**config.mk**
```make
export PLATFORM = sky130hd
export DESIGN_NAME = mem_port_arb
export DESIGN_NICKNAME = d
export VERILOG_FILES = /design/src/rtl/mem_port_arb.sv
export SDC_FILE = /design/constraint.sdc
export NUM_CORES = 1
export LEC_CHECK = 0
export CAP_MARGIN = 20
export CORE_AREA = 3 3 151 153
export CTS_CLUSTER_DIAMETER = 60
export DETAILED_ROUTE_END_ITERATION = 6
export DIE_AREA = 0 0 154 156
export PLACE_DENSITY_LB_ADDON = 0.12
export SLEW_MARGIN = 20
export SYNTH_ARGS = -nofsm -noshare
export SYNTH_HDL_FRONTEND = slang
export SYNTH_SLANG_ARGS = --single-unit
```
**constraint.sdc**
```tcl
create_clock -name clk -period 6.8 [get_ports clk]
set_clock_uncertainty 0.05 [all_clocks]
set_input_delay 1.36 -clock clk [delete_from_list [all_inputs] [get_ports clk]]
set_output_delay 1.36 -clock clk [all_outputs]
set_load 0.005 [all_outputs]
```
**src/rtl/mem_port_arb.sv**
```systemverilog
// mem_port_arb: round-robin arbiter sharing one memory rd/wr port among
// NUM_REQ requesters, with burst hold and an in-order read-return tag FIFO.
//
// Ports:
//   clk, reset            : clock, synchronous active-high reset
//   req_valid/wr/addr/    : per-requester request bundle (packed slices)
//   req_wr_data
//   req_ack               : combinational accept strobe (one-hot or zero)
//   rd_valid, rd_data     : registered read return routed to issuer
//   mem_wr_rdy/mem_rd_rdy : memory port readiness
//   mem_wr_*/mem_rd_*     : registered one-cycle issue to memory
//   mem_rd_data_valid,    : in-order returned read words
//   mem_rd_data
//   tag_full              : outstanding reads == TAG_DEPTH
//   err_unexp_rd          : sticky, read returned with no outstanding tag
module mem_port_arb #(
    parameter int NUM_REQ   = 4,
    parameter int ADDR_W    = 24,
    parameter int DATA_W    = 32,
    parameter int TAG_DEPTH = 8,
    parameter int HOLD_MAX  = 16
) (
    input  logic                        clk,
    input  logic                        reset,
    input  logic [NUM_REQ-1:0]          req_valid,
    input  logic [NUM_REQ-1:0]          req_wr,
    input  logic [NUM_REQ*ADDR_W-1:0]   req_addr,
    input  logic [NUM_REQ*DATA_W-1:0]   req_wr_data,
    output logic [NUM_REQ-1:0]          req_ack,
    output logic [NUM_REQ-1:0]          rd_valid,
    output logic [DATA_W-1:0]           rd_data,
    input  logic                        mem_wr_rdy,
    input  logic                        mem_rd_rdy,
    output logic                        mem_wr_en,
    output logic                        mem_rd_en,
    output logic [ADDR_W-1:0]           mem_wr_addr,
    output logic [ADDR_W-1:0]           mem_rd_addr,
    output logic [DATA_W-1:0]           mem_wr_data,
    input  logic                        mem_rd_data_valid,
    input  logic [DATA_W-1:0]           mem_rd_data,
    output logic                        tag_full,
    output logic                        err_unexp_rd
);

    localparam int IDXW = (NUM_REQ > 1) ? $clog2(NUM_REQ) : 1;
    localparam int PW   = (TAG_DEPTH > 1) ? $clog2(TAG_DEPTH) : 1;
    localparam int CW   = PW + 1;
    localparam int HW   = $clog2(HOLD_MAX + 1);

    typedef enum logic {S_IDLE, S_HOLD} state_t;

    state_t          r_state, w_state_nxt;
    logic [IDXW-1:0] r_owner, w_owner_nxt;
    logic [IDXW-1:0] r_last, w_last_nxt;
    logic [HW-1:0]   r_hold_cnt, w_hold_nxt;
    logic [IDXW-1:0] w_sel, w_grant;
    logic            w_hit, w_keep, w_accept, w_acc_wr;
    logic [NUM_REQ-1:0] w_elig;

    logic [IDXW-1:0] r_tag [TAG_DEPTH];
    logic [PW-1:0]   r_wp, r_rp;
    logic [CW-1:0]   r_cnt;
    logic            w_push, w_pop;

    assign tag_full = (r_cnt == CW'(TAG_DEPTH));

    always_comb begin
        for (int i = 0; i < NUM_REQ; i++) begin
            w_elig[i] = req_valid[i] &
                        (req_wr[i] ? mem_wr_rdy : (mem_rd_rdy & ~tag_full));
        end
    end

    // Search starts one past the base, so the base itself is tried last.
    always_comb begin
        logic [IDXW-1:0] w_base;
        logic [IDXW-1:0] w_idx;
        w_hit  = 1'b0;
        w_sel  = '0;
        w_idx  = '0;
        w_base = (r_state == S_HOLD) ? r_owner : r_last;
        for (int k = 1; k <= NUM_REQ; k++) begin
            w_idx = IDXW'((int'(w_base) + k) % NUM_REQ);
            if (!w_hit && w_elig[w_idx]) begin
                w_hit = 1'b1;
                w_sel = w_idx;
            end
        end
    end

    assign w_keep = (r_state == S_HOLD) && w_elig[r_owner] &&
                    (r_hold_cnt < HW'(HOLD_MAX));

    // Next-state process
    always_comb begin
        w_state_nxt = r_state;
        w_owner_nxt = r_owner;
        w_last_nxt  = r_last;
        w_hold_nxt  = r_hold_cnt;
        w_accept    = 1'b0;
        w_grant     = r_owner;
        unique case (r_state)
            S_IDLE: begin
                if (w_hit) begin
                    w_accept    = 1'b1;
                    w_grant     = w_sel;
                    w_owner_nxt = w_sel;
                    w_hold_nxt  = HW'(1);
                    w_state_nxt = S_HOLD;
                end
            end
            S_HOLD: begin
                if (w_keep) begin
                    w_accept   = 1'b1;
                    w_hold_nxt = r_hold_cnt + HW'(1);
                end else if (w_hit) begin
                    w_accept    = 1'b1;
                    w_grant     = w_sel;
                    w_owner_nxt = w_sel;
                    w_hold_nxt  = HW'(1);
                    w_last_nxt  = r_owner;
                end else begin
                    w_state_nxt = S_IDLE;
                    w_last_nxt  = r_owner;
                end
            end
            default: w_state_nxt = S_IDLE;
        endcase
    end

    // Output process
    always_comb begin
        req_ack = '0;
        if (w_accept && !reset) begin
            req_ack[w_grant] = 1'b1;
        end
    end

    assign w_acc_wr = req_wr[w_grant];
    assign w_push   = w_accept & ~w_acc_wr;
    assign w_pop    = mem_rd_data_valid & (r_cnt != '0);

    // State register
    always_ff @(posedge clk) begin
        if (reset) begin
            r_state    <= S_IDLE;
            r_owner    <= '0;
            r_last     <= IDXW'(NUM_REQ - 1);
            r_hold_cnt <= '0;
        end else begin
            r_state    <= w_state_nxt;
            r_owner    <= w_owner_nxt;
            r_last     <= w_last_nxt;
            r_hold_cnt <= w_hold_nxt;
        end
    end

    // Memory issue, one cycle after accept; addr/data hold otherwise.
    always_ff @(posedge clk) begin
        if (reset) begin
            mem_wr_en   <= 1'b0;
            mem_rd_en   <= 1'b0;
            mem_wr_addr <= '0;
            mem_rd_addr <= '0;
            mem_wr_data <= '0;
        end else begin
            mem_wr_en <= w_accept & w_acc_wr;
            mem_rd_en <= w_push;
            if (w_accept && w_acc_wr) begin
                mem_wr_addr <= req_addr[w_grant*ADDR_W +: ADDR_W];
                mem_wr_data <= req_wr_data[w_grant*DATA_W +: DATA_W];
            end
            if (w_push) begin
                mem_rd_addr <= req_addr[w_grant*ADDR_W +: ADDR_W];
            end
        end
    end

    // Tag FIFO and read-return routing
    always_ff @(posedge clk) begin
        if (reset) begin
            r_wp         <= '0;
            r_rp         <= '0;
            r_cnt        <= '0;
            rd_valid     <= '0;
            rd_data      <= '0;
            err_unexp_rd <= 1'b0;
        end else begin
            rd_valid <= '0;
            if (w_push) begin
                r_tag[r_wp] <= w_grant;
                r_wp        <= r_wp + PW'(1);
            end
            if (w_pop) begin
                rd_valid[r_tag[r_rp]] <= 1'b1;
                rd_data               <= mem_rd_data;
                r_rp                  <= r_rp + PW'(1);
            end
            if (mem_rd_data_valid && r_cnt == '0) begin
                err_unexp_rd <= 1'b1;
            end
            if (w_push && !w_pop) begin
                r_cnt <= r_cnt + CW'(1);
            end else if (w_pop && !w_push) begin
                r_cnt <= r_cnt - CW'(1);
            end
        end
    end

endmodule

```
# == Yosys cells after proc, flatten, opt, wreduce, memory -nomap -nowiden ==
# Memories as Yosys holds them, arrays and structs flattened. A register that Yosys moved wholly into a read port is not among the register bits.
# Index checks and enable logic that the tools add are counted.
# W data, S select, Z words.
# totals
ff_bits,139
ramBits,16
input_bits,269
out_inout_bits,124
word_cells,121
mem_count,1
# classes
addsub,9
n_mul,1
n_lt_le_gt_ge,10
eq_ne,1
n_shift,2
mux,46
bitwise_logic,13
n_reduce_logical,23
# mem_list
name,depth,width,rd,rd_ports_with_merged_regs,write_ports,line,rtl
r_tag,8,2,1,1,1,60,logic [IDXW-1:0] r_tag [TAG_DEPTH];
# ops
op,count
$shiftx A128 B8 Y32,1
$shiftx A96 B8 Y24,1
$lt A2 B3 Y1 const B,7
$mux W1,21
$mux W2,7
$bmux W1 S2,6
$logic_and A1 B1 Y1,12
$mux W4,3
$mux W5,2
$pmux W5 S2,1
$and A1 B1 Y1,8
$add A3 B1 Y3 const B,2
$logic_not A1 Y1,6
$mux W3,2
$add A5 B1 Y5 const B,1
$lt A5 B5 Y1 const B,1
$not A1 Y1,5
$add A2 B1 Y2 const B,2
$add A2 B2 Y2 const B,2
$add A4 B1 Y4 const B,1
$demux W1 S2,2
$eq A4 B4 Y1 const B,1
$ge A2 B1 Y1 const B,2
$logic_not A4 Y1,1
other kinds (8),8

# == Longest topological paths before layout ==
# logic_depth
word_depth,28
mapped_depth,21

# == Least setup slack after synthesis ==
# Ideal clock, no wire load.
# synth_path
path_type,input to register
startpoint,input mem_rd_rdy
endpoint,register r_cnt[3]
arrival_time_ns,4.757
required_time_ns,6.680
path_slack_ns,1.922
stages,19
cell_sequence,and3b_1 > a21o_1 > or4_1 > buf_2 > a21o_1 > o21ai_4 > inv_4 > mux2i_4 > a22o_2 > buf_6 > buf_8 > ha_1 > inv_1 > ha_1 > a21o_1 > a21oi_1 > xnor2_1 > or3_1 > a21oi_1
# synth_via
elab_chain_cells,25
elab_cells_between_ends,50
cone_classes,mux (31); bitwise (7); reduce/logical (12)
# synth_rtl
element,line,rtl
"start, declared",33,"input logic mem_rd_rdy,"
$and A1 B1 Y1 (*),70,(req_wr[i] ? mem_wr_rdy : (mem_rd_rdy & ~tag_full));
$mux W1,70,
$and A1 B1 Y1,69,w_elig[i] = req_valid[i] &
$bmux W1 S2,84,if (!w_hit && w_elig[w_idx]) begin
$mux W1 (not written as such),84,
$mux W1,84,
$logic_not A1 Y1,84,
$logic_and A1 B1 Y1,84,
(+10 left out),-,
$bmux W1 S2,139,assign w_acc_wr = req_wr[w_grant];
$mux W1 (not written as such),139,
$not A1 Y1,140,assign w_push = w_accept & ~w_acc_wr;
$and A1 B1 Y1 (*),140,
via w_push,63,"logic w_push, w_pop;"
$logic_not A1 Y1,204,end else if (w_pop && !w_push) begin
$logic_and A1 B1 Y1,204,
$reduce_bool A2 Y1 (no source line),-,
"end signal, assigned",203,r_cnt <= r_cnt + CW'(1);
"end signal, assigned",205,r_cnt <= r_cnt - CW'(1);
"end, declared",62,logic [CW-1:0] r_cnt;
# The timed path passes the listed nets; every way through them passes the cells marked *. The select of a mux whose other input is x is not followed.
# A chain may end at the register's enable or synchronous reset.

# == Worst setup path after layout ==
# layout_path
startpoint,input req_wr[1]
endpoint,output req_ack[0]
# layout_via
elab_chain_cells,22
elab_cells_between_ends,41
cone_classes,order compare (2); mux (28); bitwise (1); reduce/logical (10)
# layout_rtl
element,line,rtl
"start, declared",26,"input logic [NUM_REQ-1:0] req_wr,"
$mux W1 (*),70,
$and A1 B1 Y1 (*),69,
$bmux W1 S2,84,
$mux W1 (not written as such),84,
$mux W1,84,
$logic_not A1 Y1,84,
$logic_and A1 B1 Y1,84,
$mux W1,84,
(+5 left out),-,
$mux W2 / $mux W1 (equally long branches),84,
$mux W2 (2 in series),-,
$pmux W2 S2,102,unique case (r_state)
$lt A2 B3 Y1 (not written as such) / $ge A2 B1 Y1 (equally long branches),135,req_ack[w_grant] = 1'b1;
$logic_and A1 B1 Y1 (not written as such),135,
$mux W1 (not written as such),135,
$demux W1 S2,135,
$mux W4 (*),134,if (w_accept && !reset) begin
"end, declared",29,"output logic [NUM_REQ-1:0] req_ack,"
# Mark *: on every way between the ends. The rest lies on a longest branch, timed or not. The select of a mux whose other input is x is not followed.

==> run_results.csv <==
group,metric,value,unit
routing,via_per_inst,4.90,
floorplan,die_w,154,µm
setup_path,path_depth,9,
logic_synthesis,yosysMostFrequentCell,"nand2_1",
setup_path,timing.rr.start,"r_cnt[0]",
layout,stdcell_count,1586,
logic_synthesis,synth_area_leader_cell,"dfxtp_1",
run,cap_violations,0,
placed_design,place_inst,1552,
min_path,worst_hold_path_type,"flip-flop to flip-flop",
logic_synthesis,ys_types,60,
floorplan,start_util,36.3,%
sta,rsz0062_at_grt,"false",
routing,postRouteAntennaNets,0,
logic_synthesis,synth-edff-count,16,
sta,drv_slew,0,
logic_synthesis,async_reset_ff_share,0,%
floorplan,dieArea,0.0240,mm²
sta,post-route-period-util,83.1,%
clocking,cts.reportedPaths.clkPinSlew,70,ps
clocking,numCtsBuffers,17,
setup_path,crit_top_cell,"clkdlybuf4s50_1",
logic_synthesis,synthCells,938,
clocking,cts.sinks,158,
setup_path,worstRegToRegCells,17,
routing,drtIter0Drc,519,
floorplan,coreArea,0.0217,mm²
clocking,hold_buffers,0,
global_route,antenna_found_initial,1,
logic_synthesis,synth_seq_area_share,42.2,%
logic_synthesis,synth_top_area_share,36.1,%
logic_synthesis,syn_area,0.00787,mm²
floorplan,die_h,156,µm
logic_synthesis,syn_avg_cell_area,8.39,µm²
floorplan,ioPinCount,393,
setup_path,r2r_slack,1990,ps
placed_design,dp_hpwl,20800,µm
sta,setup_tns,0,ps
power_and_ir_drop,ir_drop,188,µV
setup_path,cp_top_family,"buffers and inverters",
routing,vias,7775,
logic_synthesis,synth_warnings,0,
sta,setup_violations,0,
sta,clock.fmax,177,MHz
setup_path,crit_required,5390,ps
clocking,cts_tree,"yes",
routing,dr.pass1.iters,5,
min_path,hold_depth,2,
setup_path,critPathBufInv,3,
clocking,cts_resized,0,
logic_synthesis,ys_ff_latch,158,
sta,worst-slew-pin-transition,895,ps
clocking,cts_root_buf,"clkbuf_16",
global_route,grt_pass1_vias,7305,
placed_design,place_congestion,0.926,
min_path,min-delay-start,"rd_data[25]",
setup_path,worstPathArrival,4240,ps
setup_path,r2r-end,"r_cnt[3]",
setup_path,cp_slowest_stage_delay,640,ps
routing,wl_per_cell,17.7,µm
sta,hold_violations,0,
setup_path,critPathKind,"input port to output port",
setup_path,path_cells,"clkdlybuf4s50_1, and3b_1, a32o_1, or4_1, a21o_1, o21ai_4, inv_4, nor2_1, clkdlybuf4s50_1",
global_route,grt_overflow_total,0,
logic_synthesis,synthTopCellsByArea,"dfxtp_1 (36%), mux2i_1 (16%), nand2_1 (10%), a21oi_1 (8.7%), edfxtp_1 (6.1%)",
logic_synthesis,synth_top_flop_cell,"dfxtp_1",
clocking,clk_path_buf_depth,2,
global_route,grt_max_degree,89,
routing,drc,0,
layout,drive_gt1_share,4.83,%
layout,syn_to_final_growth,59.7,%
setup_path,cp_max_fo,24,
layout,layout.nets,1567,
min_path,hold_end,"rd_data[25]",
sta,slew_headroom,40.4,%
logic_synthesis,synthesis.nets,1214,
logic_synthesis,synthTopCellsByCount,"nand2_1 (210), dfxtp_1 (142), a21oi_1 (137), mux2i_1 (126), nor2_1 (79)",
global_route,grt_use_total,21.8,%
placed_design,portBuffers,392,
clocking,cts_max_level,4,
setup_path,cpMaxStageDelayCell,"clkdlybuf4s50_1",
clocking,cts_setup_buffers,0,
clocking,worstSkewPairLatency,420,ps
power_and_ir_drop,p_per_area,327,mW/mm²
routing,routed_wl,28100,µm
power_and_ir_drop,p_leak,0.00486,µW
setup_path,endpoint_kind,"output port",
sta,min_period,5650,ps
setup_path,crit_path_start_kind,"input port",
outcome,status,"finished clean",
global_route,grt_pass1_wl,41400,µm
floorplan,rows,54,
==> power by group <==
group / total, µW / internal, µW / switching, µW
Clock: 980 / 532 / 447
Sequential: 1280 / 1150 / 126
Combinational: 1850 / 928 / 923
Total: 4110 / 2610 / 1500
==> stage by stage <==
step / util, % / setup WS [ps] / hold WS, ps / power [µW] / instance area, µm²
after floorplan: - / 1920 / 389 / 2370 / 7870
after global placement: 55.0 / 1070 / 390 / 3150 / 11900
after detailed placement: 55.0 / 984 / 397 / 3160 / 11900
after CTS: 57.9 / 1140 / 407 / 4170 / 12600
after global routing: 57.9 / 998 / 425 / 4390 / 12600
final: 57.9 / 1150 / 405 / 4110 / 12600
==> state kept, by name, indices dropped and copies added, names as in the netlist, 2 cells and up, named ones only <==
signal	flops
r_tag	16
r_last	2
r_rp	3
rd_data	32
r_cnt	4
r_owner	2
r_hold_cnt	5
mem_rd_addr	24
rd_valid	4
mem_wr_addr	24
r_wp	3
mem_wr_data	32
==> logic make-up after synthesis <==
logic type / Yosys count / synth area share (%)
compound gates: 200 / 14.0
xor+xnor: 6 / 0.668
fa+ha+maj: 7 / 1.21
buf+inv: 78 / 4.53
flops: 158 / 42.2
mux: 134 / 18.0
simple gates: 355 / 19.3
==> placed cells by master, fill, tap and decap left out, drive strengths merged, types with 7 or more instances in the layout <==
master         synthesis  routed
mux2i                128     128
inv                    9      16
buf                   27      11
dfxtp                142     142
a21oi                137     137
nand2                210     210
o21ai                 38      38
clkdlybuf4s50          0     391
nand2b                33      33
edfxtp                16      16
clkbuf                41      17
clkinv                 1       7
nor2                  79      79
==> worst min-delay path, stage by stage (launching register included) <==
cell and delay, ps:
dfxtp_1 310, nand2_1 50, a21oi_1 50
==> worst max-delay path by stage <==
stage | slack, ps | to | startpoint
2_1_floorplan | 1920 | r_cnt[3] | mem_rd_rdy
3_5_place_dp | 980 | r_cnt[3] | req_wr[1]
5_1_grt | 1000 | req_ack[0] | req_wr[1]
4_1_cts | 1140 | req_ack[0] | req_wr[1]
6_report | 1150 | req_ack[0] | req_wr[1]
3_3_place_gp | 1070 | r_cnt[3] | req_wr[1]
==> layer usage <==
metal	share of wire, %	vias up	GRT usage, %
met5	0	-	0
met4	1.4	0	5.63
met3	8.9	27	8.38
met2	50	305	37.4
met1	40	3524	25.9
li1	-	3919	-
==> area by class of cell <==
cell class                 count  area (µm²)
multi-input combinational    702        4220
sequential                   158        3320
clock inverter                15         196
inverter                      10        40.0
timing repair buffer         402        4010
tap                          280         350
antenna                        2        5.00
clock buffer                  17         425
fill                        1984        9120
Power figures use the tool's default switching activity.
